File: src/rtl/ppu_pkg.sv
// Shared fetch-state encoding and default raster timing for the PPU background fetch path.
package ppu_pkg;

  typedef enum logic [2:0] {
    ST_SLEEP  = 3'd0,
    ST_IDLE   = 3'd1,
    ST_NT     = 3'd2,
    ST_AT     = 3'd3,
    ST_BG_LSB = 3'd4,
    ST_BG_MSB = 3'd5,
    ST_VBLANK = 3'd6
  } fetch_state_e;

  localparam int DEF_LINE_CLKS     = 1600;
  localparam int DEF_TOTAL_ROWS    = 262;
  localparam int DEF_VISIBLE_ROWS  = 240;
  localparam int DEF_VBLANK_ROW    = 241;
  localparam int DEF_FETCH_START_X = 127;
  localparam int DEF_SLOT_CLKS     = 8;
  localparam int DEF_SLOT_PHASE    = 3;
  localparam int DEF_NUM_TILES     = 34;
  localparam int DEF_SKIP_CLKS     = 8;

endpackage

File: src/rtl/ppu_timing_counter.sv
// Raster x/y counters and frame parity; ODD_FRAME_SKIP_EN shortens the odd-frame pre-render line.
// o_line_end is combinational from the counter registers and marks the last clock of the current line.
module ppu_timing_counter import ppu_pkg::*; #(
  parameter int LINE_CLKS  = DEF_LINE_CLKS,
  parameter int TOTAL_ROWS = DEF_TOTAL_ROWS,
  parameter int SKIP_CLKS  = DEF_SKIP_CLKS
) (
  input  logic                          i_clk,
  input  logic                          i_rst,
  input  logic                          i_ppu_en,
  output logic [$clog2(LINE_CLKS)-1:0]  o_x_cnt,
  output logic [$clog2(TOTAL_ROWS)-1:0] o_y_cnt,
  output logic                          o_odd_frame,
  output logic                          o_line_end
);

  localparam int X_W = $clog2(LINE_CLKS);
  localparam int Y_W = $clog2(TOTAL_ROWS);
  localparam logic [X_W-1:0] X_LAST = X_W'(LINE_CLKS - 1);
  localparam logic [X_W-1:0] X_SKIP = X_W'(LINE_CLKS - 1 - SKIP_CLKS);
  localparam logic [Y_W-1:0] Y_PRE  = Y_W'(TOTAL_ROWS - 1);
`ifdef ODD_FRAME_SKIP_EN
  localparam bit SKIP_EN = 1'b1;
`else
  localparam bit SKIP_EN = 1'b0;
`endif

  logic [X_W-1:0] r_x;
  logic [Y_W-1:0] r_y;
  logic           r_odd;
  logic           w_skip_hit;
  logic           w_line_end;

  // Early wrap only when rendering is on at the wrap point itself.
  assign w_skip_hit = (r_y == Y_PRE) && r_odd && i_ppu_en && (r_x == X_SKIP);
  assign w_line_end = (r_x == X_LAST) || (SKIP_EN && w_skip_hit);

  always_ff @(posedge i_clk) begin
    if (i_rst) begin
      r_x   <= '0;
      r_y   <= Y_PRE;
      r_odd <= 1'b0;
    end else if (w_line_end) begin
      r_x <= '0;
      if (r_y == Y_PRE) begin
        r_y   <= '0;
        r_odd <= ~r_odd;
      end else begin
        r_y <= r_y + Y_W'(1);
      end
    end else begin
      r_x <= r_x + X_W'(1);
    end
  end

  assign o_x_cnt     = r_x;
  assign o_y_cnt     = r_y;
  assign o_odd_frame = r_odd;
  assign o_line_end  = w_line_end;

endmodule

File: src/rtl/ppu_bg_fetch_sequencer.sv
// Background fetch FSM (NT/AT/LSB/MSB slots, two dummy NT fetches, vblank/nmi) over ppu_timing_counter.
// Optional ODD_FRAME_SKIP_EN shortens odd-frame pre-render lines; all outputs registered.
module ppu_bg_fetch_sequencer import ppu_pkg::*; #(
  parameter int LINE_CLKS     = DEF_LINE_CLKS,
  parameter int TOTAL_ROWS    = DEF_TOTAL_ROWS,
  parameter int VISIBLE_ROWS  = DEF_VISIBLE_ROWS,
  parameter int VBLANK_ROW    = DEF_VBLANK_ROW,
  parameter int FETCH_START_X = DEF_FETCH_START_X,
  parameter int SLOT_CLKS     = DEF_SLOT_CLKS,
  parameter int SLOT_PHASE    = DEF_SLOT_PHASE,
  parameter int NUM_TILES     = DEF_NUM_TILES,
  parameter int SKIP_CLKS     = DEF_SKIP_CLKS
) (
  input  logic                            clk,
  input  logic                            rst,
  input  logic                            ppu_en,
  input  logic                            nmi_en,
  output logic [$clog2(LINE_CLKS)-1:0]    x_cnt,
  output logic [$clog2(TOTAL_ROWS)-1:0]   y_cnt,
  output logic [2:0]                      fetch_state,
  output logic                            fetch_req,
  output logic [$clog2(NUM_TILES+2)-1:0]  tile_idx,
  output logic                            vblank,
  output logic                            odd_frame,
  output logic                            nmi
);

  localparam int X_W     = $clog2(LINE_CLKS);
  localparam int Y_W     = $clog2(TOTAL_ROWS);
  localparam int T_W     = $clog2(NUM_TILES + 2);
  localparam int SLOT_W  = $clog2(SLOT_CLKS);
  localparam int PRE_ROW = TOTAL_ROWS - 1;

  if ((FETCH_START_X + SLOT_CLKS * (4 * NUM_TILES + 3) + SKIP_CLKS >= LINE_CLKS) ||
      (VISIBLE_ROWS >= VBLANK_ROW) || (VBLANK_ROW >= PRE_ROW) ||
      (SLOT_CLKS < 2) || ((SLOT_CLKS & (SLOT_CLKS - 1)) != 0)) begin : g_bad_params
    $error("ppu_bg_fetch_sequencer: inconsistent timing parameters");
  end

  fetch_state_e   r_state;
  logic [T_W-1:0] r_tile;
  logic           r_dummy;
  logic           r_fetch_req;
  logic           r_vblank;
  logic           r_nmi;

  logic w_line_end;
  logic w_slot;
  logic w_vb_enter;
  logic w_vb_exit;
  logic w_fetch_row;
  logic w_last_tile;

  ppu_timing_counter #(
    .LINE_CLKS (LINE_CLKS),
    .TOTAL_ROWS(TOTAL_ROWS),
    .SKIP_CLKS (SKIP_CLKS)
  ) u_timing (
    .i_clk      (clk),
    .i_rst      (rst),
    .i_ppu_en   (ppu_en),
    .o_x_cnt    (x_cnt),
    .o_y_cnt    (y_cnt),
    .o_odd_frame(odd_frame),
    .o_line_end (w_line_end)
  );

  assign w_slot      = (x_cnt[SLOT_W-1:0] == SLOT_W'(SLOT_PHASE));
  // Decided one clock early so the state flips together with y_cnt.
  assign w_vb_enter  = w_line_end && (y_cnt == Y_W'(VBLANK_ROW - 1));
  assign w_vb_exit   = w_line_end && (y_cnt == Y_W'(PRE_ROW - 1));
  assign w_fetch_row = (y_cnt < Y_W'(VISIBLE_ROWS)) || (y_cnt == Y_W'(PRE_ROW));
  assign w_last_tile = (r_tile == T_W'(NUM_TILES));

  always_ff @(posedge clk) begin
    if (rst) begin
      r_state     <= ST_SLEEP;
      r_tile      <= '0;
      r_dummy     <= 1'b0;
      r_fetch_req <= 1'b0;
      r_vblank    <= 1'b0;
      r_nmi       <= 1'b0;
    end else begin
      r_fetch_req <= 1'b0;
      r_nmi       <= 1'b0;
      if (w_vb_enter) begin
        r_state  <= ST_VBLANK;
        r_vblank <= 1'b1;
        r_nmi    <= nmi_en;
        r_dummy  <= 1'b0;
      end else if (r_state == ST_SLEEP) begin
        if ((x_cnt == X_W'(FETCH_START_X)) && ppu_en && w_fetch_row)
          r_state <= ST_IDLE;
      end else if (r_state == ST_VBLANK) begin
        if (w_vb_exit) begin
          r_state  <= ST_SLEEP;
          r_vblank <= 1'b0;
          r_tile   <= '0;
        end
      end else if (!ppu_en) begin
        r_state <= ST_SLEEP;
        r_tile  <= '0;
        r_dummy <= 1'b0;
      end else if (w_slot) begin
        r_fetch_req <= 1'b1;
        case (r_state)
          ST_IDLE:   r_state <= ST_NT;
          ST_NT: begin
            // Once all tiles are done, NT repeats once more as the second dummy fetch.
            if (!w_last_tile) begin
              r_state <= ST_AT;
            end else if (!r_dummy) begin
              r_dummy <= 1'b1;
            end else begin
              r_state     <= ST_SLEEP;
              r_fetch_req <= 1'b0;
              r_tile      <= '0;
              r_dummy     <= 1'b0;
            end
          end
          ST_AT:     r_state <= ST_BG_LSB;
          ST_BG_LSB: r_state <= ST_BG_MSB;
          ST_BG_MSB: begin
            r_state <= ST_NT;
            r_tile  <= r_tile + T_W'(1);
          end
          default:   r_state <= ST_SLEEP;
        endcase
      end
    end
  end

  assign fetch_state = r_state;
  assign fetch_req   = r_fetch_req;
  assign tile_idx    = r_tile;
  assign vblank      = r_vblank;
  assign nmi         = r_nmi;

endmodule

File: config.mk
export PLATFORM = sky130hd
export DESIGN_NAME = ppu_bg_fetch_sequencer
export DESIGN_NICKNAME = d
export VERILOG_FILES = /design/src/rtl/ppu_pkg.sv /design/src/rtl/ppu_timing_counter.sv /design/src/rtl/ppu_bg_fetch_sequencer.sv
export SDC_FILE = /design/constraint.sdc
export NUM_CORES = 1
export LEC_CHECK = 0
export BUFFER_PORTS_ARGS = -buffer_cell sky130_fd_sc_hd__buf_4
export CAP_MARGIN = 20
export CORE_ASPECT_RATIO = 1.4
export CORE_MARGIN = 4
export CORE_UTILIZATION = 30
export CTS_CLUSTER_SIZE = 16
export DETAILED_ROUTE_END_ITERATION = 6
export GPL_TIMING_DRIVEN = 0
export SYNTH_ARGS = -nofsm -noshare
export SYNTH_HDL_FRONTEND = slang
export SYNTH_SLANG_ARGS = --single-unit
File: constraint.sdc
create_clock -name clk -period 2.9 [get_ports clk]
set_input_delay 0.435 -clock clk [delete_from_list [all_inputs] [get_ports clk]]
set_output_delay 0.435 -clock clk [all_outputs]
set_load 0.1 [all_outputs]
==> flow_metrics.tcl <==
set metrics [dict create \
    cts_resized 0 \
    finalMaxSlewViolations 0 \
    yosys.area.top_type_share_pct 36.10 \
    ctsHoldBuffers 0 \
    final-setup-viol-count 0 \
    drive_gt1_share_pct 22.47 \
    detailed_place_hpwl_mm 3.380 \
    tightest_slew_ps 567.2 \
    via_per_inst 5.107 \
    hold_viol 0 \
    synthArstFlopShare_pct 0 \
    initial_core_util_pct 31.49 \
    tns_ps 0 \
    grt_pass1_wl_mm 7.445 \
    cts_num_sinks 34 \
    cts_tree "built" \
    cts_setup_buffers 0 \
    drt_pass1_iterations 4 \
    cp_slowest_stage_delay_ps 390 \
    required_ps 3110 \
    yosys_warnings 0 \
    synth_edf_count 0 \
    synth_ff_type "dfxtp_1" \
    drtIter0Drc 101 \
    root_buffer "clkbuf_8" \
    synth_top_family_by_area "simple AND/OR/NAND/NOR gates" \
    die_h_um 101.8 \
    syn_area_sq_um 1886 \
    dieArea_sq_um 7636 \
    port-buffer-count 36 \
    status "completed" \
    yosysTopAreaCell "dfxtp_1" \
    htree_levels 2 \
    synth.avg_cell_area_sq_um 8.418 \
    synth_cell_types 51 \
    synthCells 224 \
    diodes 0 \
    grtUsageTotal_pct 12.45 \
    period_share_pct 75.82 \
    rsz0062_at_grt "no" \
    worstPathArrival_ps 2410 \
    cp_slowest_cell "or4_1" \
    crit_start "u_timing.o_x_cnt[0]" \
    skew_ps 5.915 \
    path_class "flip-flop to flip-flop" \
    end_kind "flip-flop" \
    max_freq_mhz 454.8 \
    vias 1721 \
    ir_drop_mv 0.1793 \
    syn-num-nets 235 \
    cp_top_family "simple AND/OR/NAND/NOR gates" \
    cp_num_buf_inv 2 \
    powerDensity_nw_per_um2 512.4 \
    seq_area_frac_synth_pct 36.10 \
    slew_headroom_pct 62.18 \
    hold_start "nmi_en" \
    ant_nets 0 \
    hold_class "primary input to flip-flop" \
    p_leak_uw 0.0009243 \
    avgRoutedWirePerCell_um 13.16 \
    synth_area_leaders "dfxtp_1 (36%), nor2_1 (5.4%), ha_1 (4.6%)" \
    clkLatencyLatePin_ps 280 \
    wl_mm 4.436 \
    dpl-instance-area_sq_um 2243 \
    cap_violations 0 \
    synth-compound-area-share_pct 15.00 \
    grt_antenna_before_repair 0 \
    final_cell_area_sq_um 2320 \
    cp_cell_sequence "ha_1 -> and4_1 -> and4_1 -> buf_2 -> nand3_2 -> nand3_2 -> buf_6 -> or4_1 -> a21oi_1" \
    die_w_um 75.01 \
    area_growth_pct 23.03 \
    synthAdderAreaFrac_pct 4.645 \
    path_clk_slew_ps 70 \
    grt_overflow_total 0 \
    row_count 33 \
    synth-seq-cells 34 \
    synthSimpleGateAreaFrac_pct 32.71 \
    period_minus_slack_ps 2199 \
    grt_pass1_vias 1609 \
    drc 0 \
    start_kind "flip-flop" \
    cts_buffer_depth 2 \
    io_pins 37 \
    core_area_sq_um 5987 \
    synthMuxAreaShare_pct 1.062 \
    critPathMaxFanout 10 \
    num-nets-final 278 \
    gp_congestion 0.7579 \
    synthXorXnorAreaFrac_pct 6.038 \
    grt_max_degree 11 \
    r2r_start "u_timing.o_x_cnt[0]" \
    cts_buffers 5 \
    timing.reg2reg.setup_slack_ps 700 \
]
-- power breakdown --
part / internal [uW] / total (uW) / switching (uW)
clock: 165 / 319 / 154
sequential: 485 / 500 / 15.0
combinational: 117 / 370 / 253
-- worst reg2reg max path, cell delays in order (launching register included) --
cell	delay, ps
dfxtp_1	330
ha_1	230
and4_1	220
and4_1	210
buf_2	190
nand3_2	150
nand3_2	120
buf_6	150
or4_1	390
a21oi_1	140
-- path summary, 6_finish.rpt --
path                                             to  cells past startpoint
worst min register to register  u_timing.o_x_cnt[0]                      1
worst min-delay path                            nmi                      2
worst max register to register          tile_idx[4]                      9
worst max-delay path                    tile_idx[4]                      9
-- layout make-up --
cell class,instances,area [sq um]
buffer,10,50.05
clock buffer,7,76.32
timing repair buffer,36,270.3
inverter,9,33.78
sequential,34,680.7
tap,70,87.58
multi-input combinational,171,1121
fill,636,3667
-- placed cells by master, fill, tap and decap left out, types with 2 or more instances in the layout --
cell,n
and3b_1,2
xor2_1,9
nor2_1,27
nand2b_1,3
and2_1,2
buf_2,3
nand2_1,18
clkbuf_8,5
o21ai_0,14
nor2b_1,5
and3_1,3
nand3_2,2
ha_1,7
a31oi_1,2
xnor2_1,4
inv_1,8
mux2i_1,2
and4_1,2
or4_1,3
nand3_1,15
nand4_1,5
dfxtp_1,34
a41oi_1,2
nor4b_4,2
nor3_1,4
buf_4,36
clkbuf_1,7
or3_1,3
a21oi_1,13
nor3b_1,2
-- metrics by stage --
step	hold slack (ps)	std cells	util (%)	total power [uW]	worst slack, ps
4_1_cts	414.1	337	38.75	1212	662.8
2_1_floorplan	522.0	224	-	805.2	137.1
3_5_place_dp	454.4	330	37.47	880.1	676.9
3_3_place_gp	447.8	330	37.47	876.9	698.7
6_report	427.5	337	38.75	1189	701.4
5_1_grt	423.1	337	38.75	1255	478.2
-- registers in the layout, summed over array words and instances (netlist names) --
signal	count
fetch_req	1
fetch_state	3
nmi	1
r_dummy	1
tile_idx	6
u_timing.o_odd_frame	1
u_timing.o_x_cnt	11
u_timing.o_y_cnt	9
vblank	1
-- cells by family (layout without fill, tap and decap cells) --
group                      Yosys count  after routing
buffers and inverters               19             62
AOI/OAI and AO/OA                   42             42
muxes                                2              2
and+or+nand+nor                    107            107
adders and majority gates            7              7
xor gates and xnor gates            13             13
DFF                                 34             34
-- synthesized netlist by cell type, types with 2 or more instances --
cell type	instances
nand4_1	5
mux2i_1	2
nor2_1	27
and2_1	2
nor4b_4	2
or3_1	3
a41oi_1	2
nand3_2	2
xnor2_1	4
ha_1	7
nand2b_1	3
nor3b_1	2
inv_1	8
a31oi_1	2
nor2b_1	5
dfxtp_1	34
or4_1	3
nand2_1	18
o21ai_0	14
buf_2	3
nor3_1	4
a21oi_1	13
nand3_1	15
and4_1	2
and3b_1	2
and3_1	3
xor2_1	9
clkbuf_1	5
-- routing by layer --
metal	share of wire, %	routed length [um]	global-route usage, %
met5	0	0	0
met4	2.1	93	5.753
met3	4.4	195	2.681
met2	52	2285	21.28
met1	42	1862	14.49
No activity file was read; power rests on OpenSTA's default activity.
